--- config.mk ---
export PLATFORM = sky130hd
export DESIGN_NAME = ssd_scan_decode
export DESIGN_NICKNAME = d
export VERILOG_FILES = /design/src/rtl/ssd_pkg.sv /design/src/rtl/ssd_encode_hex.sv /design/src/rtl/ssd_scan_decode.sv
export SDC_FILE = /design/constraint.sdc
export NUM_CORES = 1
export LEC_CHECK = 0
export BUFFER_PORTS_ARGS = -buffer_cell sky130_fd_sc_hd__buf_2
export CORE_MARGIN = 8
export CORE_UTILIZATION = 27
export DETAILED_ROUTE_END_ITERATION = 8
export PLACE_DENSITY = 0.5
export SYNTH_ARGS = -nofsm -noshare
export SYNTH_HDL_FRONTEND = slang
export SYNTH_SLANG_ARGS = --single-unit
--- constraint.sdc ---
create_clock -name clk -period 2.3 [get_ports clk]
set_input_delay 0.46 -clock clk [delete_from_list [all_inputs] [get_ports clk]]
set_output_delay 0.46 -clock clk [all_outputs]
set_load 0.05 [all_outputs]
--- src/rtl/ssd_pkg.sv ---
// Shared constants for the seven-segment scan decoder: segment patterns
// ({a,b,c,d,e,f,g}, a = MSB) and the capture FSM state type.
package ssd_pkg;

    localparam logic [6:0] SEG_0     = 7'h7E;
    localparam logic [6:0] SEG_1     = 7'h30;
    localparam logic [6:0] SEG_2     = 7'h6D;
    localparam logic [6:0] SEG_3     = 7'h79;
    localparam logic [6:0] SEG_4     = 7'h33;
    localparam logic [6:0] SEG_5     = 7'h5B;
    localparam logic [6:0] SEG_6     = 7'h5F;
    localparam logic [6:0] SEG_7     = 7'h70;
    localparam logic [6:0] SEG_8     = 7'h7F;
    localparam logic [6:0] SEG_9     = 7'h7B;
    localparam logic [6:0] SEG_A     = 7'h77;
    localparam logic [6:0] SEG_B     = 7'h1F;
    localparam logic [6:0] SEG_C     = 7'h4E;
    localparam logic [6:0] SEG_D     = 7'h3D;
    localparam logic [6:0] SEG_E     = 7'h4F;
    localparam logic [6:0] SEG_F     = 7'h47;
    localparam logic [6:0] SEG_BLANK = 7'h00;

    typedef enum logic [1:0] {IDLE, SETTLE, HELD} state_t;

endpackage

--- src/rtl/ssd_encode_hex.sv ---
// Combinational segment-pattern classifier: hex digit, blank, or invalid.
module ssd_encode_hex
    import ssd_pkg::*;
(
    input  logic [6:0] i_seg,
    output logic [3:0] o_nibble,
    output logic       o_is_hex,
    output logic       o_is_blank
);

    always_comb begin
        o_nibble   = 4'h0;
        o_is_hex   = 1'b1;
        o_is_blank = 1'b0;
        case (i_seg)
            SEG_0:     o_nibble = 4'h0;
            SEG_1:     o_nibble = 4'h1;
            SEG_2:     o_nibble = 4'h2;
            SEG_3:     o_nibble = 4'h3;
            SEG_4:     o_nibble = 4'h4;
            SEG_5:     o_nibble = 4'h5;
            SEG_6:     o_nibble = 4'h6;
            SEG_7:     o_nibble = 4'h7;
            SEG_8:     o_nibble = 4'h8;
            SEG_9:     o_nibble = 4'h9;
            SEG_A:     o_nibble = 4'hA;
            SEG_B:     o_nibble = 4'hB;
            SEG_C:     o_nibble = 4'hC;
            SEG_D:     o_nibble = 4'hD;
            SEG_E:     o_nibble = 4'hE;
            SEG_F:     o_nibble = 4'hF;
            SEG_BLANK: begin
                o_is_hex   = 1'b0;
                o_is_blank = 1'b1;
            end
            default:   o_is_hex = 1'b0;
        endcase
    end

endmodule

--- src/rtl/ssd_scan_decode.sv ---
// Multiplexed seven-segment display snooper: waits for a stable one-hot digit
// strobe, captures the decoded nibble per digit and posts a capture event.
// Optional SSD_SCAN_SYNC_EN adds a 2-flop input synchroniser for async sources.
module ssd_scan_decode
    import ssd_pkg::*;
#(
    parameter int NUM_DIGITS    = 4,
    parameter int STABLE_CYCLES = 8
) (
    input  logic                    clk,
    input  logic                    rst_n,
    input  logic [6:0]              seg_in,
    input  logic [NUM_DIGITS-1:0]   dig_en,
    output logic [4*NUM_DIGITS-1:0] values,
    output logic [NUM_DIGITS-1:0]   digit_valid,
    output logic [NUM_DIGITS-1:0]   invalid,
    output logic                    upd_valid,
    input  logic                    upd_ready,
    output logic [2:0]              upd_idx,
    output logic [3:0]              upd_value,
    output logic                    overrun
);

    logic [1:0]              r_rst_sync;
    logic                    w_rst_n;
    logic [6:0]              w_seg_src, r_seg, r_seg_prev;
    logic [NUM_DIGITS-1:0]   w_dig_src, r_dig, r_dig_prev;
    state_t                  r_state;
    logic [7:0]              r_cnt, w_cnt_inc;
    logic                    w_onehot, w_same, w_capture;
    logic [2:0]              w_idx;
    logic [3:0]              w_nibble;
    logic                    w_is_hex, w_is_blank;
    logic [4*NUM_DIGITS-1:0] r_values;
    logic [NUM_DIGITS-1:0]   r_digit_valid, r_invalid;
    logic                    r_upd_valid, r_overrun;
    logic [2:0]              r_upd_idx;
    logic [3:0]              r_upd_value;

    // Assert asynchronously, release on a clock edge.
    always_ff @(posedge clk or negedge rst_n) begin
        if (!rst_n) r_rst_sync <= '0;
        else        r_rst_sync <= {r_rst_sync[0], 1'b1};
    end
    assign w_rst_n = r_rst_sync[1];

`ifdef SSD_SCAN_SYNC_EN
    logic [1:0][6:0]            r_seg_sync;
    logic [1:0][NUM_DIGITS-1:0] r_dig_sync;

    always_ff @(posedge clk or negedge w_rst_n) begin
        if (!w_rst_n) begin
            r_seg_sync <= '0;
            r_dig_sync <= '0;
        end else begin
            r_seg_sync <= {r_seg_sync[0], seg_in};
            r_dig_sync <= {r_dig_sync[0], dig_en};
        end
    end
    assign w_seg_src = r_seg_sync[1];
    assign w_dig_src = r_dig_sync[1];
`else
    assign w_seg_src = seg_in;
    assign w_dig_src = dig_en;
`endif

    always_ff @(posedge clk or negedge w_rst_n) begin
        if (!w_rst_n) begin
            r_seg      <= '0;
            r_dig      <= '0;
            r_seg_prev <= '0;
            r_dig_prev <= '0;
        end else begin
            r_seg      <= w_seg_src;
            r_dig      <= w_dig_src;
            r_seg_prev <= r_seg;
            r_dig_prev <= r_dig;
        end
    end

    ssd_encode_hex u_enc (
        .i_seg      (r_seg),
        .o_nibble   (w_nibble),
        .o_is_hex   (w_is_hex),
        .o_is_blank (w_is_blank)
    );

    assign w_onehot  = $onehot(r_dig);
    assign w_same    = (r_seg == r_seg_prev) && (r_dig == r_dig_prev);
    assign w_cnt_inc = r_cnt + 8'd1;
    assign w_capture = (r_state == SETTLE) && w_same && (w_cnt_inc == 8'(STABLE_CYCLES - 1));

    always_comb begin
        w_idx = 3'd0;
        for (int i = 0; i < NUM_DIGITS; i++)
            if (r_dig[i]) w_idx = 3'(i);
    end

    always_ff @(posedge clk or negedge w_rst_n) begin
        if (!w_rst_n) begin
            r_state       <= IDLE;
            r_cnt         <= '0;
            r_values      <= '0;
            r_digit_valid <= '0;
            r_invalid     <= '0;
            r_upd_valid   <= 1'b0;
            r_upd_idx     <= '0;
            r_upd_value   <= '0;
            r_overrun     <= 1'b0;
        end else begin
            case (r_state)
                IDLE: if (w_onehot) begin
                    r_state <= SETTLE;
                    r_cnt   <= '0;
                end
                SETTLE: begin
                    if (!w_same) begin
                        r_cnt <= '0;
                        if (!w_onehot) r_state <= IDLE;
                    end else begin
                        r_cnt <= w_cnt_inc;
                        if (w_capture) r_state <= HELD;
                    end
                end
                HELD: if (!w_same) begin
                    r_cnt   <= '0;
                    r_state <= w_onehot ? SETTLE : IDLE;
                end
                default: r_state <= IDLE;
            endcase

            if (w_capture) begin
                for (int i = 0; i < NUM_DIGITS; i++) begin
                    if (r_dig[i]) begin
                        if (w_is_hex) r_values[4*i +: 4] <= w_nibble;
                        r_digit_valid[i] <= w_is_hex;
                        r_invalid[i]     <= !w_is_hex && !w_is_blank;
                    end
                end
                // A same-cycle acceptance frees the slot, so the new event replaces it.
                if (!r_upd_valid || upd_ready) begin
                    r_upd_valid <= 1'b1;
                    r_upd_idx   <= w_idx;
                    r_upd_value <= w_is_hex ? w_nibble : 4'h0;
                end else begin
                    r_overrun <= 1'b1;
                end
            end else if (r_upd_valid && upd_ready) begin
                r_upd_valid <= 1'b0;
            end
        end
    end

    assign values      = r_values;
    assign digit_valid = r_digit_valid;
    assign invalid     = r_invalid;
    assign upd_valid   = r_upd_valid;
    assign upd_idx     = r_upd_idx;
    assign upd_value   = r_upd_value;
    assign overrun     = r_overrun;

endmodule

# Word-level counts from Yosys, hierarchy flattened
# Cells that the tools add are included.
# totals
ff_bits	67
inputBits	14
output_inout_bits	33
elab_cells	103
# op_classes
n_addsub	4
eq_ne	27
n_mux	21
bitwise	1
reduce_logical	27
# op_table
cell	count
7-bit == test (second input constant)	12
4-bit one-hot mux with 15 select lines	1
8-bit two-way mux	3
8-bit one-hot mux with 3 select lines	1
7-bit by 6-bit == test with 1-bit output (second input constant)	3
16-bit OR reduction	1
3-bit AND reduction	5
2-bit two-way mux	7
2-bit AND reduction	7
8-bit by 1-bit adder with 8-bit output (second input constant)	1
8-bit by 3-bit == test with 1-bit output (second input constant)	1
7-bit by 5-bit == test with 1-bit output (second input constant)	1
7-bit == test	1
7-bit zero test	1
1-bit two-way mux	7
3-bit inequality test (second input constant)	2
2-bit one-hot mux with 3 select lines	1
1-bit logical AND	5
1-bit by 1-bit adder with 2-bit output	2
4-bit == test	1
4-bit two-way mux	1
2-bit inequality test (second input constant)	2
4-bit AND reduction	1
2-bit by 2-bit adder with 3-bit output	1
other kinds (10)	12

# Logic depth before layout (Yosys ltp)
# logic_depth
word_depth	7
mapped_depth	11
depth_no_buf	11

# Cells and area by module
# Synthesis repeated with hierarchy kept, for this count alone.
# hier_totals
cells_unflattened	298
hier_area_um2	3308.2
# modules_own_cells
module	instances	cells_each	area_per_inst_um2	seq_area_each_um2
ssd_scan_decode	1	241	2926.6	1651.6
ssd_encode_hex	1	57	381.6	0.0

# Worst setup path before layout
# No wires, ideal clock.
# synth_timing
kind	register -> register
start	reg r_dig[0]
end	reg r_cnt[3]
arrival_ns	2.210
required_ns	2.169
path_slack_ns	-0.040
path_stages_with_launch	12
path_buffers	0
cell_sequence	dfrtp_1 -> inv_1 -> fa_1 -> inv_1 -> ha_1 -> ha_1 -> nor3b_1 -> nor2_1 -> nor2_1 -> a31oi_1 -> o21ai_0 -> o31ai_1
# synth_between
elab_chain_cells	5
elab_cells_between_ends	10
cone_classes	add/sub (2); eq/ne (4); mux (2); reduce/logical (2)
# synth_rtl
item	line_no	rtl
start: declaration	ssd_scan_decode.sv:27	logic [NUM_DIGITS-1:0] w_dig_src, r_dig, r_dig_prev;
start signal: assignment	ssd_scan_decode.sv:75	r_dig <= w_dig_src;
1-bit by 1-bit adder with 2-bit output (implied by the code)	ssd_scan_decode.sv:88	assign w_onehot = $onehot(r_dig);
2-bit by 2-bit adder with 3-bit output (implied by the code)	ssd_scan_decode.sv:88	
3-bit by 1-bit == test with 1-bit output	ssd_scan_decode.sv:88	
2-bit inequality test (no line)	n/a	
3-bit AND reduction (no line)	n/a	
end signal: assignment	ssd_scan_decode.sv:121	r_cnt <= w_cnt_inc;
end: declaration	ssd_scan_decode.sv:29	logic [7:0] r_cnt, w_cnt_inc;
# Several ways; a longest one is shown, not always the timed one.
# A chain may end at the register's enable or synchronous reset.

# Final worst setup path
# layout_timing
start	reg r_dig[3]
end	reg r_cnt[3]
# The elaborated chain is that of the path after synthesis.

==> key figures <==
Status
  • Outcome: finished, final reports clean

STA
  • Period utilization: 96.8%
  • Clk_skew: roughly 0.0056 ns
  • Clock period minus final worst setup slack: 2.23 ns
  • Fin. Hold Viols: 0
  • Fmax achieved: approximately 450 MHz
  • Setup ws final: around 0.073 ns
  • Final setup viols: 0
  • Setup repair after global routing missed its margin: true
  • Worst Tran Pin Value: 0.561 ns
  • Fin. max-slew vios: 0
  • Worst hold margin: about 0.23 ns
  • Relative slew slack: a little over three fifths

CTS
  • H-tree levels: 3
  • Clk slew on worst S/H paths: ~0.06 ns
  • Skew-Pair Late Insertion Delay: roughly 0.33 ns
  • CTS tree: done
  • Clk sink count: 66
  • Clk root buf: clkbuf_16
  • TritonCTS Buffers: 9
  • Clk buf depth: 2

Die
  • Die area: 0.0152 mm2
  • Initial Util: between 20% and 30%
  • Rows: 39
  • Io pins: 47
  • Die height: roughly 120 um
  • Die X: about 120 um
  • Core Area: 0.0114 mm2

Setup path
  • Top delay family on crit path: adder cells
  • Critical Path AT: about 2.4 ns
  • CP Launch Type: flop
  • Crit end category: flop
  • CP peak stage delay: roughly 0.54 ns
  • Kind of critical path: flop to flop
  • Worst path required time: between 2 and 3 ns
  • Crit-path cells: inv_2, fa_1, inv_2, ha_4, ha_4, nor3b_2, nor2_1, nor2_2, a31oi_4, o21ai_1, o31ai_1
  • Crit path max-delay cell type: fa_1
  • CP max FO: 8
  • Buf+Inv Stages, Crit Path: 2

Synth
  • Async S/R FF share, synth: 100%
  • Number of flops mapped to enable cells by yosys: 0
  • Share of the synthesized area in the top cell type: between 50% and 60%
  • Syn Nets: about 280
  • Mean Syn Cell Area: ~12 um2
  • Register bit count reported by yosys: 66
  • Post-synth cell types: 54
  • Mapped Cells: 265
  • Synth area leaders: dfrtp_1 (53%), mux2_4 (5.8%), xor2_1 (3.4%), mux2_1 (3.2%), nand2_1 (2.3%)
  • Sequential element share of the synthesized area: a little over half
  • Area leader, netlist: dfrtp_1
  • Most used DFF post-synth: dfrtp_1
  • Yosys warns: 0
  • Synthesized area: between 0.003 and 0.004 mm2

Routing
  • Routed length per instance: 15.1 um
  • DRT antenna net count: 0
  • Via-per-instance ratio: between 4 and 5
  • Final wirelength: 7.46 mm
  • Pre-antenna DRT Iters: 4
  • Initial DRC Count: between 100 and 150
  • DRC: 0
  • Via count: roughly 2,300

Run
  • Max-cap violations: 0

GRT
  • Wire length of the first global-routing pass: 12.1 mm
  • Pin count of the biggest net entering global routing: 44
  • Gr ovfl total: 0
  • Vias in the first global route: between 2,000 and 2,500
  • GRT Total Usage: 10.5%
  • Initial antenna violation count: 0

Finish
  • Layout cell share with drive strength beyond 1: 42.2%
  • Number of diodes: 0
  • Core Util, Final: 36.9%
  • Fin cells: a little under 500
  • Area Overhead vs Synth: 34.5%
  • Final nets: about 370
  • Fill cells: 1,152

Power and ir drop
  • VDD IR-drop max: around 0.39 mV
  • Final total power: roughly 2900 uW
  • Leak: 0.00204 uW
  • P per Cell Area: just under 700 mW/mm2

Placement
  • IO buf count: 45
  • Dpl hpwl: between 5 and 6 mm
  • DP Cell Count: approximately 470
  • GP Congestion: 0.794
  • Pre-CTS setup slack: -0.126 ns

Min path
  • Min-Delay Path Class: input pin to flop
==> what timing repair did <==
action,4_1_cts,5_1_grt
setup endpoints to repair,22,28
endpoints found under the hold margin,2,0
pin swaps,12,7
buffers inserted,10,1
hold buffers,1,0
resized for setup,19,16
==> power by group <==
group / internal (uW) / leakage [uW] / switching (uW) / total, uW
clock network: 891 / 0.000148 / 508 / 1400
logic: 112 / 0.00104 / 140 / 252
registers: 1190 / 0.000859 / 25.1 / 1210
==> cells by family after synthesis <==
logic type                 share of synthesized area (%)
xor gates and xnor gates                            4.77
AOI/OAI and AO/OA                                   9.31
buffers and inverters                               5.05
muxes                                               10.7
adders and majority gates                           2.57
and+or+nand+nor                                     14.4
other                                              0.241
DFF                                                 52.9
==> area by class of cell <==
type                    instances  area (um2)  area share (%)
repair buffers                 88         591            14.1
clock inverters                 4        51.3            1.22
well taps                     143         179            4.26
clock buffers                  11         253            6.02
multi-input cells             172        1430            34.1
flip-flops and latches         66        1650            39.4
inverters                      10        37.5           0.895
==> sequential cells by signal, summed over array words and instances, names as in the netlist <==
register	count
digit_valid	4
invalid	4
overrun	1
r_cnt	8
r_dig	4
r_dig_prev	4
r_rst_sync	2
r_seg	7
r_seg_prev	7
r_state	2
upd_idx	2
upd_valid	1
upd_value	4
values	16
==> Yosys cell counts (all sizes together) (2+ instances only) <==
library cell  number
dfrtp             66
mux2              23
nand2             20
o21ai             15
buf               14
nor2              12
xor2              12
inv               10
and3               9
nand2b             6
nand3              6
a21oi              5
xnor2              5
a21o               4
ha                 4
nor3               4
a31o               3
a32o               3
clkbuf             3
mux2i              3
nand4              3
nor4               3
a31oi              2
and4b              2
conb               2
nor2b              2
nor3b              2
nor4b              2
o31ai              2
==> per-stage QoR <==
| step | setup TNS (ns) | area, um2 |
|---|---|---|
| floorplan | -0.00775 | 3130 |
| global placement | -0.594 | 3680 |
| CTS | 0 | 4120 |
| detailed placement | -1.08 | 3680 |
| global route | -0.0320 | 4200 |
| finish | 0 | 4200 |
==> worst paths after layout <==
path,startpoint,endpoint,slack [ns],depth (start not counted)
min in group asynchronous,r_rst_sync[1]$_DFF_PN0_,r_dig[1]$_DFF_PN0_,0.26,0
worst min-delay path,seg_in[4],r_seg[4]$_DFF_PN0_,0.23,1
worst min register to register,r_rst_sync[1]$_DFF_PN0_,r_dig[1]$_DFF_PN0_,0.26,0
worst max register to register,r_dig[3]$_DFF_PN0_,r_cnt[3]$_DFFE_PN0P_,0.07,11
max in group asynchronous,r_rst_sync[1]$_DFF_PN0_,upd_idx[1]$_DFFE_PN0P_,1.42,1
worst max-delay path,r_dig[3]$_DFF_PN0_,r_cnt[3]$_DFFE_PN0P_,0.07,11
==> cells in the final DEF (no fill, tap or decap), drive strengths merged, types with 2 or more instances in the layout <==
| cell type | synthesis | layout |
|---|---|---|
| buf | 14 | 87 |
| dfrtp | 66 | 66 |
| mux2 | 23 | 23 |
| nand2 | 20 | 20 |
| o21ai | 15 | 15 |
| xor2 | 12 | 12 |
| nor2 | 12 | 12 |
| clkbuf | 3 | 11 |
| inv | 10 | 10 |
| and3 | 9 | 9 |
| nand3 | 6 | 6 |
| nand2b | 6 | 6 |
| xnor2 | 5 | 5 |
| a21oi | 5 | 5 |
| a21o | 4 | 4 |
| nor3 | 4 | 4 |
| ha | 4 | 4 |
| nand4 | 3 | 3 |
| a31o | 3 | 3 |
| a32o | 3 | 3 |
| mux2i | 3 | 3 |
| nor4 | 3 | 3 |
| nor2b | 2 | 2 |
| o31ai | 2 | 2 |
| conb | 2 | 2 |
| nor3b | 2 | 2 |
| a31oi | 2 | 2 |
| nor4b | 2 | 2 |
| and4b | 2 | 2 |
| clkinv | 0 | 2 |
==> metal layers <==
| metal | part of all wire, % | GRT usage, % | vias to the layer above |
|---|---|---|---|
| met5 | 0 | 0 | - |
| met4 | 1.5 | 4.51 | 0 |
| met3 | 6.0 | 3.84 | 8 |
| met2 | 46 | 15.9 | 55 |
| met1 | 47 | 13.2 | 1113 |
| li1 | - | - | 1094 |
No activity file was read; power rests on OpenSTA's default activity.
